## config.mk

```make
export PLATFORM = sky130hd
export DESIGN_NAME = ram_two_port_arbiter
export DESIGN_NICKNAME = d
export VERILOG_FILES = /design/src/rtl/ram_two_port_arbiter.sv
export SDC_FILE = /design/constraint.sdc
export NUM_CORES = 1
export LEC_CHECK = 0
export CORE_AREA = 2 2 79 81
export DETAILED_ROUTE_END_ITERATION = 10
export DIE_AREA = 0 0 81 83
export GPL_ROUTABILITY_DRIVEN = 0
export PLACE_DENSITY_LB_ADDON = 0.08
export SLEW_MARGIN = 20
export SYNTH_ARGS = -nofsm -noshare
export SYNTH_HDL_FRONTEND = slang
export SYNTH_SLANG_ARGS = --single-unit
```

## constraint.sdc

```tcl
create_clock -name clk -period 2.6 [get_ports clk]
set_input_delay 0.78 -clock clk [delete_from_list [all_inputs] [get_ports clk]]
set_output_delay 0.78 -clock clk [all_outputs]
set_load 0.01 [all_outputs]
```

## src/rtl/ram_two_port_arbiter.sv

```systemverilog
// Zero-fills a single-port synchronous RAM after reset, then shares its
// one port between requesters A and B with round-robin arbitration.
module ram_two_port_arbiter #(
   parameter int DATA_WIDTH = 8,
   parameter int ADDR_WIDTH = 10
) (
   input  logic                  clk,
   input  logic                  reset,
   input  logic                  a_req,
   input  logic                  a_we,
   input  logic [ADDR_WIDTH-1:0] a_addr,
   input  logic [DATA_WIDTH-1:0] a_d,
   output logic                  a_gnt,
   output logic                  a_rvalid,
   output logic [DATA_WIDTH-1:0] a_q,
   input  logic                  b_req,
   input  logic                  b_we,
   input  logic [ADDR_WIDTH-1:0] b_addr,
   input  logic [DATA_WIDTH-1:0] b_d,
   output logic                  b_gnt,
   output logic                  b_rvalid,
   output logic [DATA_WIDTH-1:0] b_q,
   output logic                  ram_we,
   output logic [ADDR_WIDTH-1:0] ram_addr,
   output logic [DATA_WIDTH-1:0] ram_d,
   input  logic [DATA_WIDTH-1:0] ram_q,
   output logic                  init_done
);

   localparam int DEPTH = 2**ADDR_WIDTH;
   localparam logic [ADDR_WIDTH:0] LAST =
      (ADDR_WIDTH+1)'(DEPTH - 1);

   typedef enum logic {
      S_INIT,
      S_RUN
   } state_t;

   state_t                r_state;
   state_t                w_state_nxt;
   logic [ADDR_WIDTH:0]   r_cnt;
   logic [ADDR_WIDTH:0]   w_cnt_nxt;
   logic                  r_ptr;
   logic                  w_ptr_nxt;
   logic [ADDR_WIDTH-1:0] r_addr;
   logic [DATA_WIDTH-1:0] r_d;
   logic                  r_a_rvalid;
   logic                  r_b_rvalid;
   logic                  w_a_gnt;
   logic                  w_b_gnt;

   // r_ptr = 0 gives A the win on a tie, 1 gives B
   always_comb begin
      w_state_nxt = r_state;
      w_cnt_nxt   = r_cnt;
      w_ptr_nxt   = r_ptr;
      w_a_gnt     = 1'b0;
      w_b_gnt     = 1'b0;
      ram_we      = 1'b0;
      ram_addr    = r_addr;
      ram_d       = r_d;
      unique case (r_state)
         S_INIT: begin
            ram_we    = 1'b1;
            ram_addr  = r_cnt[ADDR_WIDTH-1:0];
            ram_d     = '0;
            w_cnt_nxt = r_cnt + 1'b1;
            if (r_cnt == LAST)
               w_state_nxt = S_RUN;
         end
         S_RUN: begin
            w_a_gnt = a_req & (~b_req | ~r_ptr);
            w_b_gnt = b_req & (~a_req | r_ptr);
            if (w_a_gnt) begin
               ram_we    = a_we;
               ram_addr  = a_addr;
               ram_d     = a_d;
               w_ptr_nxt = 1'b1;
            end else if (w_b_gnt) begin
               ram_we    = b_we;
               ram_addr  = b_addr;
               ram_d     = b_d;
               w_ptr_nxt = 1'b0;
            end
         end
         default: ;
      endcase
   end

   always_ff @(posedge clk) begin
      if (reset) begin
         r_state    <= S_INIT;
         r_cnt      <= '0;
         r_ptr      <= 1'b0;
         r_addr     <= '0;
         r_d        <= '0;
         r_a_rvalid <= 1'b0;
         r_b_rvalid <= 1'b0;
      end else begin
         r_state    <= w_state_nxt;
         r_cnt      <= w_cnt_nxt;
         r_ptr      <= w_ptr_nxt;
         r_addr     <= ram_addr;
         r_d        <= ram_d;
         r_a_rvalid <= w_a_gnt & ~a_we;
         r_b_rvalid <= w_b_gnt & ~b_we;
      end
   end

   assign a_gnt     = w_a_gnt;
   assign b_gnt     = w_b_gnt;
   assign a_rvalid  = r_a_rvalid;
   assign b_rvalid  = r_b_rvalid;
   assign a_q       = ram_q;
   assign b_q       = ram_q;
   assign init_done = (r_state == S_RUN);

endmodule

```

# [Word level (Yosys, flattened, before mapping)]
# Cells that the tools add are included.
[op_classes] eq_ne=1 bitwise_logic=12 n_mux=15 addsub=1 reduce_logical=2
[op_table] op="10-bit two-way mux" n=2
[op_table] op="10-bit case mux with 2 select lines" n=1
[op_table] op="8-bit two-way mux" n=2
[op_table] op="8-bit case mux with 2 select lines" n=1
[op_table] op="11-bit by 1-bit adder with 11-bit output (second input constant)" n=1
[op_table] op="11-bit by 10-bit == test with 1-bit output (second input constant)" n=1
[op_table] op="1-bit two-way mux" n=8
[op_table] op="1-bit inverter" n=6
[op_table] op="1-bit AND" n=4
[op_table] op="1-bit bitwise OR" n=2
[op_table] op="1-bit case mux with 2 select lines" n=1
[op_table] op="2-bit AND reduction" n=1
[op_table] op="2-bit nonzero test" n=1
[totals] out_inout_bits=40 register_bits=33 wordCells=38

# [Logic depth before layout (Yosys ltp)]
[depth] depth_word=6 depth_mapped=6 ltp_nobuf=4

# [Least setup slack after synthesis]
# No wires, ideal clock.
[synth_timing] path_type="input port to output port" startpoint="in b_req" endpoint="out ram_d[0]" n_path_buf=3 t_arrival_ns=1.718 slack_ns=0.102 path_stages=6 path_cell_list="buf_4 buf_2 buf_2 nand3b_1 o21ai_0 nor3_1"
[synth_between] elab_chain_cells=5 elab_cells_between_ends=7
[synth_lines] element="start, declared" line="16" text="input logic b_req,"
[synth_lines] element="1-bit inverter" line="72" text="w_a_gnt = a_req & (~b_req | ~r_ptr);"
[synth_lines] element="1-bit bitwise OR" line="72"
[synth_lines] element="1-bit AND" line="72"
[synth_lines] element="8-bit two-way mux (*)" line="74" text="if (w_a_gnt) begin"
[synth_lines] element="8-bit case mux with 2 select lines (*)" line="62" text="unique case (r_state)"
[synth_lines] element="end, declared" line="25" text="output logic [DATA_WIDTH-1:0] ram_d,"
# Every way passes the cells marked *; elsewhere a longest branch is shown, timed or not.

# [Worst setup path in the final report]
[layout_timing] startpoint="in a_addr[4]" endpoint="out ram_addr[4]"
[layout_between] elab_chain_cells=2
[layout_lines] element="start, declared" line="11" text="input logic [ADDR_WIDTH-1:0] a_addr,"
[layout_lines] element="10-bit two-way mux" line="74"
[layout_lines] element="10-bit case mux with 2 select lines" line="62"
[layout_lines] element="end, declared" line="24" text="output logic [ADDR_WIDTH-1:0] ram_addr,"
# Every way passes these cells.

==> flow_metrics.env <==
export IMPL_worst_path_stages=5
export IMPL_synth_top_area_cell="dfxtp_1"
export IMPL_path_delay_family="buffers and inverters"
export IMPL_postLayoutSetupSlackWorst_ns=0.0228
export IMPL_fmax_mhz=388
export IMPL_r2r_slack_ns=0.90
export IMPL_initialDrtViolationCount=121
export IMPL_hold_start="r_cnt[10]"
export IMPL_design_core_area_um2=5820
export IMPL_start_util=0.345
export IMPL_final_nets=387
export IMPL_cts_sinks=33
export IMPL_nFillCells=571
export IMPL_synth_edff_count=0
export IMPL_maxCapViolCount=0
export IMPL_drcViolationCount=0
export IMPL_max_slew_worst_pin_slew_ns=0.475
export IMPL_rsz0062_at_grt="no"
export IMPL_fin_crit_ns=2.58
export IMPL_ctsHoldBuffers=0
export IMPL_h_tree_depth=2
export IMPL_crit_path_start_kind="primary input"
export IMPL_viasPerCell=4.93
export IMPL_seqCellArea_um2=661
export IMPL_die_width_um=81
export IMPL_seqPwrFrac=0.410
export IMPL_ys_seq_area_frac=0.329
export IMPL_cpMaxStageDelayCell="clkdlybuf4s50_1"
export IMPL_p_sw_mw=0.288
export IMPL_cts_root_buf="clkbuf_8"
export IMPL_worst_r2r_path_depth=4
export IMPL_grt_start_max_net_pins=23
export IMPL_ios=90
export IMPL_ant_nets=0
export IMPL_slew_violations=0
export IMPL_crit_chain="clkdlybuf4s50_1, nand2_1, o221a_4, a21oi_1, buf_2"
export IMPL_first_pass_iters=4
export IMPL_cts_buffers=5
export IMPL_synthFlopType="dfxtp_1"
export IMPL_post_synth_num_cell_types=34
export IMPL_worstPathArrival_ns=1.80
export IMPL_synth_seq_cells=33
export IMPL_layout_cells_non_filler=412
export IMPL_cts_buffer_depth=2
export IMPL_antenna_found_initial=0
export IMPL_crit_required_ns=1.82
export IMPL_power_total_mw=1.27
export IMPL_num_vias=2030
export IMPL_multi_input_area_um2=1340
export IMPL_place_ws_ns=-0.896
export IMPL_worst_hold_path_endpoint="r_cnt[10]"
export IMPL_power_leakage_nw=1.45
export IMPL_cp_num_buf_inv=2
export IMPL_r2r_end="r_cnt[10]"
export IMPL_path_max_fanout=2
export IMPL_place_hpwl_mm=4.39
export IMPL_drive_gt1_frac=0.409
export IMPL_synth_warning_count=0
export IMPL_critPathMaxStageDelay_ns=0.46
export IMPL_p_comb_frac=0.199
export IMPL_critical_path_class="primary input to output pin"
export IMPL_grt_pass1_wl_mm=9.89
export IMPL_wl_per_cell_um=15.1
export IMPL_globalRouteOverflowTotal=0
export IMPL_ir_drop_uv=387
export IMPL_n_antenna_cell=0
export IMPL_rr_startpoint="init_done"
export IMPL_p_clk_frac=0.391
export IMPL_syn_avg_cell_area_um2=8.33
export IMPL_cts_tree="built"
export IMPL_synthArstFlopShare=0
export IMPL_grt_pass1_vias=2008
export IMPL_syn_to_final_growth_pct=61.5
export IMPL_netlist_area_leader_share=0.329
export IMPL_die_h_um=83
export IMPL_clock_skew_ns=0.00719
export IMPL_slew_headroom=0.684
export IMPL_synth_cells=241
export IMPL_num_rows=28
export IMPL_hold_viol_final=0
export IMPL_finalSetupViolations=0
export IMPL_syn_nets=292
export IMPL_hold_path_class="register to register"
export IMPL_fin_crit_sh=0.991
export IMPL_fin_tns_setup_ns=0
export IMPL_die_area_um2=6720
export IMPL_place_inst=384
export IMPL_track_usage=0.189
export IMPL_io_buffers=65
export IMPL_cp_end_kind="output pin"
export IMPL_synthTopCellsByCount="33 x dfxtp_1, 21 x nor2_1, 18 x buf_4, 18 x nor3_1, 16 x a21oi_1"
export IMPL_p_per_area_nw_per_um2=391
export IMPL_synth_most_common_cell="dfxtp_1"
export IMPL_routed_wl_mm=6.23
export IMPL_clk_latency_ns=0.29
export IMPL_p_int_mw=0.978
export IMPL_p_sw_frac=0.227
export IMPL_hold_path_depth=2
export IMPL_syn_cell_area_um2=2010
export IMPL_path_clk_slew_ns=0.07
export IMPL_synth_area_top_cells="dfxtp_1 33%, mux2_2 8.4%, buf_4 6.7%, mux2i_1 5.5%, nor3_1 4.5%"
export IMPL_status="complete, no violations"
[timing repair]
action                     4_1_cts  5_1_grt
setup buffers                   16        3
cloned                           2        0
setup endpoints to repair       21       16
pin swaps                       15       14
resized for setup              144       24
[routing by layer]
metal  global-route usage  part of all wire  vias to the layer above
met5                    0                 0                        -
met4               0.0539            0.0093                        0
met3               0.0391             0.047                        7
met2                0.275              0.44                       41
met1                0.277              0.50                      938
li1                     -                 -                     1044
[power by group through the flow]
stage               sequential (mW)  clock [mW]  combinational [mW]
floorplan                     0.528           0               0.110
global placement              0.531           0               0.206
detailed placement            0.531           0               0.207
CTS                           0.519       0.506               0.245
global route                  0.520       0.532               0.272
finish                        0.519       0.495               0.252
[worst max-delay path by stage]
stage          startpoint           to  slack, ns
6_report        a_addr[4]  ram_addr[4]       0.02
5_1_grt             b_req     ram_d[6]      0.001
2_1_floorplan       b_req     ram_d[0]       0.10
4_1_cts            b_d[6]     ram_d[6]      -0.02
3_5_place_dp        b_req     ram_d[6]      -0.90
3_3_place_gp        b_req     ram_d[2]      -0.87
[cell usage in the layout, fill, tap and decap left out, drive strengths merged, types with 9 or more instances in the layout]
cell type      netlist  final
clkdlybuf4s50        0     22
buf                 24     75
nand2b              10     10
a211oi              10     10
o21ai               10     10
clkbuf              10      9
a21oi               16     16
mux2i               11     11
nor3                18     18
dfxtp               33     33
nor2                21     21
nand3b               9      9
mux2                15     15
dlygate4sd2          0     14
nand2               10     10
[area by class of cell]
class                      instances  area share
clock buffer                       7      0.0266
clock inverter                     1     0.00926
inverter                           3     0.00347
multi-input combinational        172       0.414
sequential                        33       0.204
tap                               75      0.0289
timing repair buffer             121       0.314
[sequential cells by signal, summed over array words and instances (netlist names)]
register   cells
r_cnt         11
r_d            8
r_ptr          1
r_addr        10
b_rvalid       1
init_done      1
a_rvalid       1
[worst register-to-register path, delay by kind of cell (launching register included)]
kind | cells | cell delay, ns
and+or+nand+nor | 2 | 0.83
DFF | 1 | 0.42
buffers and inverters | 1 | 0.25
AOI/OAI and AO/OA | 1 | 0.15
[kinds of logic after synthesis]
logic type / share of synthesized area
adder cells (fa/ha/maj): 0.00623
multiplexers: 0.139
AO/OA/AOI/OAI: 0.164
flip-flops: 0.329
AND/OR/NAND/NOR: 0.238
buffers and inverters: 0.106
XOR/XNOR: 0.0175
[per-stage QoR]
stage / area (um^2) / utilization / hold WS [ns]
finish: 3240 / 0.557 / 0.481
global placement: 2850 / 0.491 / 0.463
global route: 3240 / 0.557 / 0.524
floorplan: 2010 / - / 0.447
detailed placement: 2850 / 0.491 / 0.473
CTS: 3160 / 0.543 / 0.483
Power figures use the tool's default switching activity.
